### src/rtl/shift_pkg.sv
`default_nettype none
// ============================================================================
//  Module      : shift_pkg
//  Description : Shared definitions for the shift sequencer: R-type shift
//                funct codes, the sequencer state encoding, the shift kind
//                decode and a 32-bit bit-reverse helper.
//  Revision    : 1.0  initial release
// ============================================================================
package shift_pkg;

   localparam logic [5:0] FN_SLL  = 6'h00;
   localparam logic [5:0] FN_SRL  = 6'h02;
   localparam logic [5:0] FN_SRA  = 6'h03;
   localparam logic [5:0] FN_SLLV = 6'h04;
   localparam logic [5:0] FN_SRLV = 6'h06;
   localparam logic [5:0] FN_SRAV = 6'h07;

   typedef enum logic [1:0] {
      IDLE  = 2'd0,
      SHIFT = 2'd1,
      DONE  = 2'd2
   } state_t;

   typedef enum logic [1:0] {
      KIND_LEFT    = 2'd0,
      KIND_LOGIC   = 2'd1,
      KIND_ARITH   = 2'd2,
      KIND_ILLEGAL = 2'd3
   } kind_t;

   function automatic logic [31:0] rev32(input logic [31:0] v);
      logic [31:0] r;
      for (int i = 0; i < 32; i++) begin
         r[i] = v[31-i];
      end
      return r;
   endfunction

   function automatic kind_t decode_kind(input logic [5:0] fn);
      kind_t k;
      case (fn)
         FN_SLL, FN_SLLV: k = KIND_LEFT;
         FN_SRL, FN_SRLV: k = KIND_LOGIC;
         FN_SRA, FN_SRAV: k = KIND_ARITH;
         default:         k = KIND_ILLEGAL;
      endcase
      return k;
   endfunction

   // Variable forms take their amount from rs instead of the shamt field.
   function automatic logic is_var_form(input logic [5:0] fn);
      return (fn == FN_SLLV) || (fn == FN_SRLV) || (fn == FN_SRAV);
   endfunction

endpackage
`default_nettype wire

### src/rtl/shift_operator.sv
`default_nettype none
// ============================================================================
//  Module      : shift_operator
//  Description : Combinational 32-bit arithmetic right shifter.
//  Ports       : b     in  32  operand
//                shamt in   5  shift amount (0..31)
//                res   out 32  b >>> shamt (sign-filling)
//  Revision    : 1.0  initial release
// ============================================================================
module shift_operator (
   input  logic [31:0] b,
   input  logic [4:0]  shamt,
   output logic [31:0] res
);

   assign res = $signed(b) >>> shamt;

endmodule
`default_nettype wire

### src/rtl/shift_ctrl.sv
`default_nettype none
// ============================================================================
//  Module      : shift_ctrl
//  Description : Three-state sequencer for R-type shift instructions. Latches
//                the operands, derives SLL/SRL/SRA from a single arithmetic
//                right shifter and returns a registered result with a
//                busy/done handshake.
//  Ports       : clk       in   1  clock, rising edge
//                rst_n     in   1  asynchronous active-low reset
//                start     in   1  request, sampled only in IDLE
//                funct     in   6  instruction funct field
//                shamt_imm in   5  immediate shift amount
//                rs_val    in  32  variable amount source (bits 4:0 used)
//                rt_val    in  32  operand to shift
//                busy      out  1  high in SHIFT and DONE
//                done      out  1  one-cycle completion pulse
//                result    out 32  registered result, held until next done
//                illegal   out  1  funct was not a shift code
//  Revision    : 1.0  initial release
// ============================================================================
module shift_ctrl
   import shift_pkg::*;
(
   input  logic        clk,
   input  logic        rst_n,
   input  logic        start,
   input  logic [5:0]  funct,
   input  logic [4:0]  shamt_imm,
   input  logic [31:0] rs_val,
   input  logic [31:0] rt_val,
   output logic        busy,
   output logic        done,
   output logic [31:0] result,
   output logic        illegal
);

   state_t      state, state_nxt;
   logic [5:0]  op_q;
   logic [31:0] b_q;
   logic [4:0]  amt_q;

   kind_t       kind;
   logic [31:0] shifter_in;
   logic [31:0] shifter_out;
   logic [31:0] mask;
   logic [31:0] shift_val;

   // Only the low five rs bits form the amount; the rest are don't-care.
   logic        unused_rs_hi;
   assign unused_rs_hi = ^rs_val[31:5];

   // ---------------------------------------------------------------- FSM
   always_ff @(posedge clk or negedge rst_n) begin
      if (!rst_n) begin
         state <= IDLE;
      end else begin
         state <= state_nxt;
      end
   end

   always_comb begin
      state_nxt = state;
      case (state)
         IDLE:    if (start) state_nxt = SHIFT;
         SHIFT:   state_nxt = DONE;
         DONE:    state_nxt = IDLE;
         default: state_nxt = IDLE;
      endcase
   end

   assign busy = (state != IDLE);
   assign done = (state == DONE);

   // ------------------------------------------------------ operand latch
   always_ff @(posedge clk or negedge rst_n) begin
      if (!rst_n) begin
         op_q  <= 6'd0;
         b_q   <= 32'd0;
         amt_q <= 5'd0;
      end else if (state == IDLE && start) begin
         op_q  <= funct;
         b_q   <= rt_val;
         amt_q <= is_var_form(funct) ? rs_val[4:0] : shamt_imm;
      end
   end

   // ------------------------------------------------------- datapath
   // A left shift is a right shift of the bit-reversed operand, reversed
   // back; the zero mask turns the arithmetic fill into a logical one.
   assign kind       = decode_kind(op_q);
   assign shifter_in = (kind == KIND_LEFT) ? rev32(b_q) : b_q;
   assign mask       = 32'hFFFF_FFFF >> amt_q;

   shift_operator u_shift_operator (
      .b     (shifter_in),
      .shamt (amt_q),
      .res   (shifter_out)
   );

   always_comb begin
      shift_val = 32'd0;
      case (kind)
         KIND_ARITH: shift_val = shifter_out;
         KIND_LOGIC: shift_val = shifter_out & mask;
         KIND_LEFT:  shift_val = rev32(shifter_out & mask);
         default:    shift_val = 32'd0;
      endcase
   end

   always_ff @(posedge clk or negedge rst_n) begin
      if (!rst_n) begin
         result  <= 32'd0;
         illegal <= 1'b0;
      end else if (state == SHIFT) begin
         result  <= shift_val;
         illegal <= (kind == KIND_ILLEGAL);
      end
   end

endmodule
`default_nettype wire

### config.mk
export PLATFORM = sky130hd
export DESIGN_NAME = shift_ctrl
export DESIGN_NICKNAME = d
export VERILOG_FILES = /design/src/rtl/shift_pkg.sv /design/src/rtl/shift_operator.sv /design/src/rtl/shift_ctrl.sv
export SDC_FILE = /design/constraint.sdc
export NUM_CORES = 1
export LEC_CHECK = 0
export ABC_AREA = 0
export CORE_ASPECT_RATIO = 1.25
export CORE_MARGIN = 5
export CORE_UTILIZATION = 54
export CTS_CLUSTER_SIZE = 12
export DETAILED_ROUTE_END_ITERATION = 8
export PLACE_DENSITY_LB_ADDON = 0.12
export SETUP_SLACK_MARGIN = 0.2
export SYNTH_ARGS = -nofsm -noshare
export SYNTH_HDL_FRONTEND = slang
export SYNTH_SLANG_ARGS = --single-unit
### constraint.sdc
create_clock -name clk -period 3.97 [get_ports clk]
set_input_delay 0.397 -clock clk [delete_from_list [all_inputs] [get_ports clk]]
set_output_delay 0.397 -clock clk [all_outputs]
set_load 0.1 [all_outputs]
==> metrics.md, run 1 <==
| Metric | Value |
|---|---|
| Core area | 11,100 um^2 |
| CP endpoint kind | flip-flop |
| First-pass GRT wire length | 35,500 um |
| Routed Antenna Nets | 0 |
| Max frequency | 301 MHz |
| Arrival @ worst endpoint | 3.55 ns |
| Post-CTS Hold Fix Bufs | 0 |
| Hold WC Path Type | input port to asynchronous set/reset pin |
| CTS root buf | clkbuf_16 |
| Final WS setup | 0.650 ns |
| Top cells by area, synth | dfrtp_1 (31%), mux4_2 (8.4%), mux2_2 (7.7%), nand2_1 (5.3%), a21oi_1 (4.8%) |
| Worst path cell trace | or3_1 > nor2_8 > mux4_2 > mux4_2 > a211oi_1 > buf_4 > a2111oi_0 > a311o_1 |
| Combinational fraction of design power | 0.578 |
| Crit Path Max Fanout | 7 |
| Critical Path Max Stage Delay | 0.62 ns |
| GRT Residual Overflow | 0 |
| Share of layout cells above drive strength 1 | 0.156 |
| Sequential share of the synthesized area | 0.312 |
| Main flop type after synthesis | dfrtp_1 |
| Seq cells post-synth | 77 |
| Cts repair resizes | 0 |
| Synthesis-to-layout area growth | 21.5% |
| Number of global-route vias before repair | 6,410 |
| Synth Area in Simple Gates | 0.171 |
| Critical path's slowest cell | mux4_2 |
| Warnings from Yosys | 0 |
| Syn nets | 781 |
| Post-synth EDFFs | 0 |
| Crit path launch | op_q[5]$_DFFE_PN0P_ |
| Leading cell types in the layout, fill and taps excluded | nand2_1 (87), clkdlybuf4s50_1 (84), dfrtp_1 (77), a21oi_1 (59), nor2_1 (58) |
| Postcts setup bufs | 0 |
| I/O pin total | 113 |
| Final min period | 3.32 ns |
| Mapped Area | 6180 um^2 |
| Reg-to-Reg Start | op_q[5]$_DFFE_PN0P_ |
| All-Layer GR Usage | 0.334 |
| CTS sink count | 77 |
| Antenna diodes | 0 |
| Pin count of the biggest net entering global routing | 78 |
| TritonCTS clock tree | built |
| Maxcap violations | 0 |
| Post-synthesis async set-or-reset flop share | 1.00 |
| Post-Place Worst Slack | 0.665 ns |
| R2r worst-path depth | 8 |
| Vias per cell | 7.01 |
| Post-Route WL | 22,600 um |
| Clk_lat worst skew | 0.34 ns |
| DRC Markers | 0 |
| Clock power frac | 0.194 |
| Leakage | 3.04 nW |
| Drt pass-1 iters | 6 |
| Setup CP Type | flip-flop to flip-flop |
| Die Y | 130 um |
| Cell taking the most area after synthesis | dfrtp_1 |
| Starting density of the core | 0.555 |
| Final worst-path cycle share | 0.836 |
| Slew Limit Fails | 0 |
| Initial antenna violation count | 0 |
| Post-synth top area share | 0.312 |
| Per-cell routed wire length | 24.8 um |
| H-Tree Depth | 3 |
| Final hold vios | 0 |
| Site Rows | 43 |
| Peak supply drop | 0.000384 V |
| Mapped Cells | 703 |
| Setup violators final | 0 |
| Status | completed |
| Synth Area in XOR/XNOR | 0 |
| Crit path launch type | flip-flop |
| Power per Cell Area | 644 nW/um^2 |
| Nets | 849 |
| Internal Power | 2.49 mW |
| Placed cells | 895 |
| Post-Layout Cell Count | 911 |
| Buf+Inv Stages, Crit Path | 1 |
| Fillers | 899 |
| Sw Pwr | 2.35 mW |
| Count of cell types in the netlist | 64 |
| Largest family of logic cells by synthesized area | compound AO/OA/AOI/OAI gates |
| Post-synthesis compound-gate area fraction | 0.285 |
| Cts bufs inserted | 9 |
| Total die area | 13,700 um^2 |
| Crit-path leading delay family | multiplexers |
| Clock Path Buffers | 2 |
| DRT iter0 DRCs | 641 |
| Most common cell after layout, fill and taps aside | nand2_1 |
| Worst-Margin Slew | 1.17 ns |
| Die X | 106 um |
| PortBufs | 85 |
| Relative slew slack | 0.216 |
| Vias | 6,388 |
| Critical Path RT | 4.20 ns |
| GP Congestion | 1.07 |
| Clock skew | 0.00839 ns |
| Reg clk slew, reported paths | 0.07 ns |
| Fin Setup TNS | 0 ns |
| Mux contribution to synthesized area | 0.190 |
| Detailed Place HPWL | 17,200 um |
| Sequential share of power | 0.229 |
| Unrepaired setup endpoints after global routing | false |
| Levels on crit path | 8 |
| Syn Area/Cell | 8.79 um^2 |
| Net Sw Frac | 0.485 |
| Post-Synth Adder-Cell Area | 0 |
| Cell mode on critical path | mux4_2 |
[power groups by stage]
stage	Sequential (mW)	Clock [mW]	Combinational (mW)
floorplan	1.31	0	1.66
global placement	1.10	0	2.66
detailed placement	1.11	0	2.70
CTS	1.10	0.932	2.71
global route	1.13	0.973	2.94
finish	1.11	0.936	2.80
[cell families after synthesis]
family          Yosys count
buf+inv                  64
mux                      83
simple gates            227
flops                    77
compound gates          252
[stage by stage]
stage                     hold WS, ns  utilization  cell area, um^2  power, mW
after global routing            0.303        0.674             7510       5.04
after detailed placement        0.478        0.645             7180       3.82
after floorplan                 0.101            -             6180       2.97
after global placement          0.476        0.645             7180       3.76
final                           0.198        0.674             7510       4.84
after CTS                       0.240        0.674             7510       4.75
[metal layers]
layer | up-vias | wire (um) | part of all wire | global-route usage
met1 | 3076 | 8590 | 0.38 | 0.401
met5 | - | 0 | 0 | 0
met4 | 0 | 1180 | 0.052 | 0.178
li1 | 2822 | - | - | -
met3 | 75 | 1700 | 0.075 | 0.0424
met2 | 415 | 11100 | 0.49 | 0.585
[registers in the layout, summed over array words and instances (netlist names)]
register / count
b_q: 32
result: 32
amt_q: 5
op_q: 5
state: 2
illegal: 1
[layout make-up]
type	count	area [um^2]	share of cell area
clock buffers	10	239	0.0318
clock inverters	6	93.8	0.0125
inverters	9	33.8	0.00450
multi-input cells	562	4000	0.532
flip-flops and latches	77	1930	0.257
well taps	135	169	0.0225
repair buffers	112	1050	0.140
[final timing paths]
check                                    endpoint  slack (ns)
min in group clk           result[23]$_DFFE_PN0N_        0.49
hold reg to reg            result[23]$_DFFE_PN0N_        0.49
setup reg to reg            result[5]$_DFFE_PN0N_        0.65
max in group asynchronous     b_q[15]$_DFFE_PN0P_        3.15
setup / recovery            result[5]$_DFFE_PN0N_        0.65
hold / removal             result[21]$_DFFE_PN0N_        0.20
[synth_stat cells (3+ instances only)]
cell type and n:
nand2_1 87, dfrtp_1 77, a21oi_1 59, nor2_1 59
clkbuf_1 42, mux2_2 42, o21ai_0 32, nand2b_1 26
a211oi_1 23, mux4_2 23, a22oi_1 17, mux2i_1 17
o211ai_1 17, a221o_1 14, a211o_1 13, a22o_1 13
nand3_1 13, nor3_1 10, o21ai_1 8, buf_2 7
inv_1 7, o21a_1 6, or2_1 6, or2_2 6
a21o_1 5, a31oi_1 5, a32oi_1 5, o22a_1 4
a221oi_1 3, buf_1 3, nand4_1 3, o22ai_1 3
No activity file was read; power rests on OpenSTA's default activity.
==> inputs of run 2 (changes only) <==
==> constraint.sdc (replaced) <==
create_clock -name clk -period 3.19 [get_ports clk]
set_input_delay 0.319 -clock clk [delete_from_list [all_inputs] [get_ports clk]]
set_output_delay 0.319 -clock clk [all_outputs]
set_load 0.1 [all_outputs]
==> run 2 against run 1 <==
- clock power is 29% higher
- power is 32% higher
- via count up 3.6%
- clock skew fell by 0.0017 ns
- critical path depth down 1
- worst setup slack worse by 0.49 ns
- non-clock buffer count is 32 higher
- cell count up 3.5%
- largest power group unchanged
==> metrics.md, run 2 (same netlist as run 1, synthesis figures left out) <==
| Metric | Value |
|---|---|
| Critical Path RT | 3.42 ns (was 4.20 ns) |
| TritonCTS clock tree | built (unchanged) |
| Total die area | 13,700 um^2 (unchanged) |
| Reg-to-Reg Start | op_q[3]$_DFFE_PN0P_ (was op_q[5]$_DFFE_PN0P_) |
| GRT Residual Overflow | 0 (unchanged) |
| Per-cell routed wire length | 24.7 um (was 24.8 um) |
| Final hold vios | 0 (unchanged) |
| Initial antenna violation count | 0 (unchanged) |
| Post-Route WL | 23,300 um (was 22,600 um) |
| Hold slack | 0.124 ns (was 0.198 ns) |
| Clock skew | 0.00667 ns (was 0.00839 ns) |
| Vias | 6,620 (was 6,388) |
| H-Tree Depth | 3 (unchanged) |
| Die X | 106 um (unchanged) |
| Cts bufs inserted | 9 (unchanged) |
| Setup violators final | 0 (unchanged) |
| Detailed Place HPWL | 17,600 um (was 17,200 um) |
| Reg clk slew, reported paths | 0.06 ns (was 0.07 ns) |
| Power per Cell Area | 811 nW/um^2 (was 644 nW/um^2) |
| Reg2reg setup slack | 0.16 ns (was 0.65 ns) |
| Share of layout cells above drive strength 1 | 0.220 (was 0.156) |
| CP endpoint kind | flip-flop (unchanged) |
| Vias per cell | 7.02 (was 7.01) |
| I/O pin total | 113 (unchanged) |
| Regs by FF count | b_q (32), result (32) (unchanged) |
| Leading cell types in the layout, fill and taps excluded | nand2_1 (86), clkdlybuf4s50_1 (81), dfrtp_1 (76), buf_4 (60), nor2_1 (57) (was nand2_1 (87), clkdlybuf4s50_1 (84), dfrtp_1 (77), a21oi_1 (59), nor2_1 (58)) |
| Routed Antenna Nets | 0 (unchanged) |
| Drt pass-1 iters | 5 (was 6) |
| Setup CP Type | flip-flop to flip-flop (unchanged) |
| Die Y | 130 um (unchanged) |
| Status | completed (unchanged) |
| Worst setup path endpoint | result[22]$_DFFE_PN0N_ (was result[5]$_DFFE_PN0N_) |
| Clk_lat worst skew | 0.34 ns (about the same) |
| Max frequency | 330 MHz (was 301 MHz) |
| Reg2reg end | result[22]$_DFFE_PN0N_ (was result[5]$_DFFE_PN0N_) |
| Fin Setup TNS | 0 ns (unchanged) |
| Nets | 881 (was 849) |
| PortBufs | 85 (unchanged) |
| Antenna diodes | 0 (unchanged) |
| Crit path launch | op_q[3]$_DFFE_PN0P_ (was op_q[5]$_DFFE_PN0P_) |
| Site Rows | 43 (unchanged) |
| DRT iter0 DRCs | 707 (was 641) |
| Hold WC Path Type | input port to asynchronous set/reset pin (unchanged) |
| DRC Markers | 0 (unchanged) |
| First-pass GRT wire length | 36,500 um (was 35,500 um) |
| GP Congestion | 1.03 (was 1.07) |
| Core area | 11,100 um^2 (unchanged) |
| Post-CTS Hold Fix Bufs | 0 (unchanged) |
| Clock Path Buffers | 2 (unchanged) |
| Final worst-path cycle share | 0.950 (was 0.836) |
| Relative slew slack | 0.317 (was 0.216) |
| Worst-Margin Slew | 1.02 ns (was 1.17 ns) |
| Slew Limit Fails | 0 (unchanged) |
| Pin count of the biggest net entering global routing | 78 (unchanged) |
| Final WS setup | 0.158 ns (was 0.650 ns) |
| Final min period | 3.03 ns (was 3.32 ns) |
| CTS root buf | clkbuf_16 (unchanged) |
| R2r worst-path depth | 7 (was 8) |
| Number of global-route vias before repair | 6,589 (was 6,410) |
| Starting density of the core | 0.555 (unchanged) |
| Crit path launch type | flip-flop (unchanged) |
| Peak supply drop | 0.000516 V (was 0.000384 V) |
| Unrepaired setup endpoints after global routing | true (was false) |
| Post-Place Worst Slack | -0.0202 ns (was 0.665 ns) |
| All-Layer GR Usage | 0.343 (was 0.334) |
| Crit Path Max Fanout | 4 (was 7) |
| Maxcap violations | 0 (unchanged) |
| Leakage | 3.22 nW (was 3.04 nW) |
| Arrival @ worst endpoint | 3.26 ns (was 3.55 ns) |
| Synthesis-to-layout area growth | 27.7% (was 21.5%) |
| CTS sink count | 77 (unchanged) |
| Most common cell after layout, fill and taps aside | nand2_1 (unchanged) |
[run 2: how the worst min path moves through the flow]
stage | from | end | slack, ns | cells past startpoint
2_1_floorplan | rst_n | amt_q[0]$_DFFE_PN0P_ | 0.02 | 0
3_3_place_gp | result[23]$_DFFE_PN0N_ | result[23]$_DFFE_PN0N_ | 0.47 | 2
3_5_place_dp | result[2]$_DFFE_PN0N_ | result[2]$_DFFE_PN0N_ | 0.48 | 2
4_1_cts | rst_n | result[21]$_DFFE_PN0N_ | 0.16 | 1
5_1_grt | rst_n | result[10]$_DFFE_PN0N_ | 0.22 | 1
6_report | rst_n | result[21]$_DFFE_PN0N_ | 0.12 | 1
[run 2: area by class of cell]
cell class / instances / area [um^2]
inverter: 9 / 33.8
sequential: 77 / 1930
tap: 135 / 169
timing repair buffer: 144 / 1310
clock inverter: 7 / 123
clock buffer: 9 / 225
fill: 858 / 3250
multi-input combinational: 562 / 4100
[run 2: repair_timing]
item,in CTS,in global routing
buffers inserted,3,0
endpoints found under the setup margin,22,23
pin swaps,6,7
resized for setup,10,18
gates cloned,0,0
[run 2: metal layers]
| layer | routed length (um) | global-route usage |
|---|---|---|
| met3 | 1910 | 0.0638 |
| met2 | 11000 | 0.568 |
| met5 | 0 | 0 |
| met4 | 1850 | 0.246 |
| met1 | 8500 | 0.402 |
[run 2: critical path, cell delays in order, from the launching register on]
cell and delay [ns]:
dfrtp_1 0.38, or3_4 0.43, nor2_8 0.18, mux4_2 0.56, mux4_2 0.51, mux2_4 0.30, mux2_4 0.27, a221o_1 0.29
[run 2: through the flow]
stage,util,power [mW],instance area (um^2),instances
4_1_cts,0.703,6.20,7830,943
6_report,0.709,6.40,7890,943
5_1_grt,0.709,6.66,7890,943
3_3_place_gp,0.667,4.89,7420,924
2_1_floorplan,-,3.72,6200,703
3_5_place_dp,0.667,4.95,7420,924
[run 2: power by group]
group          switching (mW)  internal (mW)
Combinational            2.38           1.45
Clock                   0.437          0.768
Sequential              0.199           1.16
==> inputs of run 3 (changes only) <==
--- a/config.mk
+++ b/config.mk
@@ -12,6 +12,7 @@
 export CTS_CLUSTER_SIZE = 12
 export DETAILED_ROUTE_END_ITERATION = 8
 export PLACE_DENSITY_LB_ADDON = 0.12
+export RECOVER_POWER = 100
 export SETUP_SLACK_MARGIN = 0.2
 export SYNTH_ARGS = -nofsm -noshare
 export SYNTH_HDL_FRONTEND = slang
==> run 3 against run 2 <==
- largest cell class unchanged
- critical path type unchanged
- critical path depth rose by 2
- largest power group unchanged
- clock power barely moved
- non-clock buffer count did not move
- critical endpoint is now result[1]$_DFFE_PN0N_
- sequential share of layout area rose by 0.22 points
- register-to-register slack got worse by 0.05 ns
- the flow now finishes with violations (capacitance limit, slew limit)
- highest routed layer unchanged
- first-iteration DRC count fell by 6.4%
==> metrics.md, run 3 (same netlist as run 1, synthesis figures left out) <==
| Metric | Value |
|---|---|
| Crit Path Max Fanout | 4 (unchanged) |
| Post-Route WL | 23,200 um (was 23,300 um) |
| GP Congestion | 1.03 (unchanged) |
| GRT Residual Overflow | 0 (unchanged) |
| Final WS setup | 0.108 ns (was 0.158 ns) |
| CP endpoint kind | flip-flop (unchanged) |
| Crit path launch type | flip-flop (unchanged) |
| Failing checks | capacitance limit, slew limit |
| Core area | 11,100 um^2 (unchanged) |
| Vias per cell | 7.02 (about the same) |
| Detailed Place HPWL | 17,600 um (unchanged) |
| Setup violators final | 0 (unchanged) |
| Setup CP Type | flip-flop to flip-flop (unchanged) |
| First-pass GRT wire length | 36,500 um (unchanged) |
| Most common cell after layout, fill and taps aside | nand2_1 (unchanged) |
| CTS root buf | clkbuf_16 (unchanged) |
| Clk_lat worst skew | 0.34 ns (about the same) |
| Relative slew slack | -0.240 (was 0.317) |
| Pin count of the biggest net entering global routing | 78 (unchanged) |
| Unrepaired setup endpoints after global routing | true (unchanged) |
| Clock skew | 0.00517 ns (was 0.00667 ns) |
| TritonCTS clock tree | built (unchanged) |
| Power per Cell Area | 805 nW/um^2 (was 811 nW/um^2) |
| Critical Path RT | 3.42 ns (about the same) |
| Die X | 106 um (unchanged) |
| Fillers | 876 (was 858) |
| Final hold vios | 0 (unchanged) |
| Drt pass-1 iters | 5 (unchanged) |
| I/O pin total | 113 (unchanged) |
| Share of layout cells above drive strength 1 | 0.198 (was 0.220) |
| Routed Antenna Nets | 0 (unchanged) |
| Cts bufs inserted | 9 (unchanged) |
| Clock Path Buffers | 2 (unchanged) |
| PortBufs | 85 (unchanged) |
| Hold slack | 0.483 ns (was 0.124 ns) |
| Regs by FF count | b_q (32), result (32) (unchanged) |
| Slew Limit Fails | 118 (was 0) |
| Reg clk slew, reported paths | 0.06 ns (about the same) |
| Synthesis-to-layout area growth | 26.5% (was 27.7%) |
| CTS sink count | 77 (unchanged) |
| Initial antenna violation count | 0 (unchanged) |
| Maxcap violations | 2 (was 0) |
| Post-Place Worst Slack | -0.0202 ns (unchanged) |
| Site Rows | 43 (unchanged) |
| Max frequency | 324 MHz (was 330 MHz) |
| Total die area | 13,700 um^2 (unchanged) |
| Worst-Margin Slew | 1.86 ns (was 1.02 ns) |
| Antenna diodes | 0 (unchanged) |
| Vias | 6,618 (was 6,620) |
| Leakage | 3.29 nW (was 3.22 nW) |
| Nets | 881 (unchanged) |
| Number of global-route vias before repair | 6,589 (unchanged) |
| Final min period | 3.08 ns (was 3.03 ns) |
| Status | complete, but fails checks (was completed) |
| Post-CTS Hold Fix Bufs | 0 (unchanged) |
| Total power | 6.29 mW (was 6.40 mW) |
| Per-cell routed wire length | 24.6 um (was 24.7 um) |
| Hold WC Path Type | flip-flop to flip-flop (was input port to asynchronous set/reset pin) |
| DRT iter0 DRCs | 662 (was 707) |
| Starting density of the core | 0.555 (unchanged) |
| Leading cell types in the layout, fill and taps excluded | nand2_1 (86), dfrtp_1 (76), nor2_1 (57), a21oi_1 (56), buf_4 (51) (was nand2_1 (86), clkdlybuf4s50_1 (81), dfrtp_1 (76), buf_4 (60), nor2_1 (57)) |
| Peak supply drop | 0.000514 V (was 0.000516 V) |
| Arrival @ worst endpoint | 3.31 ns (was 3.26 ns) |
| Die Y | 130 um (unchanged) |
| Final worst-path cycle share | 0.966 (was 0.950) |
| H-Tree Depth | 3 (unchanged) |
| All-Layer GR Usage | 0.343 (unchanged) |
| DRC Markers | 0 (unchanged) |
-- run 3: worst max-delay path, cell delays in order (launching register included) --
cell and delay (ns):
dfrtp_1 0.38, or3_4 0.43, nor2_8 0.18, buf_6 0.15
mux4_2 0.51, mux4_2 0.48, a211oi_1 0.32, buf_4 0.19
nor2_1 0.05, a221o_1 0.28
-- run 3: metal layers --
layer	vias up	track usage	routed length, um
met5	-	0	0
met4	0	0.246	1920
met3	134	0.0638	1810
met2	435	0.568	10900
met1	3159	0.402	8550
li1	2890	-	-
-- run 3: layout make-up --
cell class                 instances  area (um^2)  share of cell area
multi-input combinational        562         4060               0.519
timing repair buffer             144         1280               0.164
tap                              135          169              0.0216
clock inverter                     7          123              0.0157
clock buffer                       9          225              0.0288
sequential                        77         1930               0.247
inverter                           9         33.8             0.00432
-- run 3: what timing repair did --
item                                    in CTS  in global routing
buffers inserted                             3                  0
resized for setup                           10                 18
endpoints found under the setup margin      22                 23
pin swaps                                    6                  7
endpoints found under the hold margin        0                  0
-- run 3: report_power, final --
group / total [mW] / switching (mW) / internal, mW
registers: 1.36 / 0.197 / 1.16
logic: 3.73 / 2.35 / 1.38
clock network: 1.20 / 0.435 / 0.768
total: 6.29 / 2.98 / 3.31
-- run 3: per-stage QoR --
| stage | area (um^2) | setup TNS, ns | cells | utilization |
|---|---|---|---|---|
| detailed placement | 7420 | -0.0619 | 924 | 0.667 |
| finish | 7820 | 0 | 943 | 0.702 |
| global route | 7820 | 0 | 943 | 0.702 |
| CTS | 7830 | 0 | 943 | 0.703 |
| floorplan | 6200 | 0 | 703 | - |
| global placement | 7420 | 0 | 924 | 0.667 |
-- run 3: final timing paths --
check | slack (ns) | from | to | cells after the start
worst min register to register | 0.48 | result[2]$_DFFE_PN0N_ | result[2]$_DFFE_PN0N_ | 2
worst max-delay path | 0.11 | op_q[3]$_DFFE_PN0P_ | result[1]$_DFFE_PN0N_ | 9
max in group asynchronous | 1.47 | rst_n | amt_q[0]$_DFFE_PN0P_ | 1
min in group asynchronous | 0.49 | rst_n | result[21]$_DFFE_PN0N_ | 1
worst min-delay path | 0.48 | result[2]$_DFFE_PN0N_ | result[2]$_DFFE_PN0N_ | 2
worst max register to register | 0.11 | op_q[3]$_DFFE_PN0P_ | result[1]$_DFFE_PN0N_ | 9
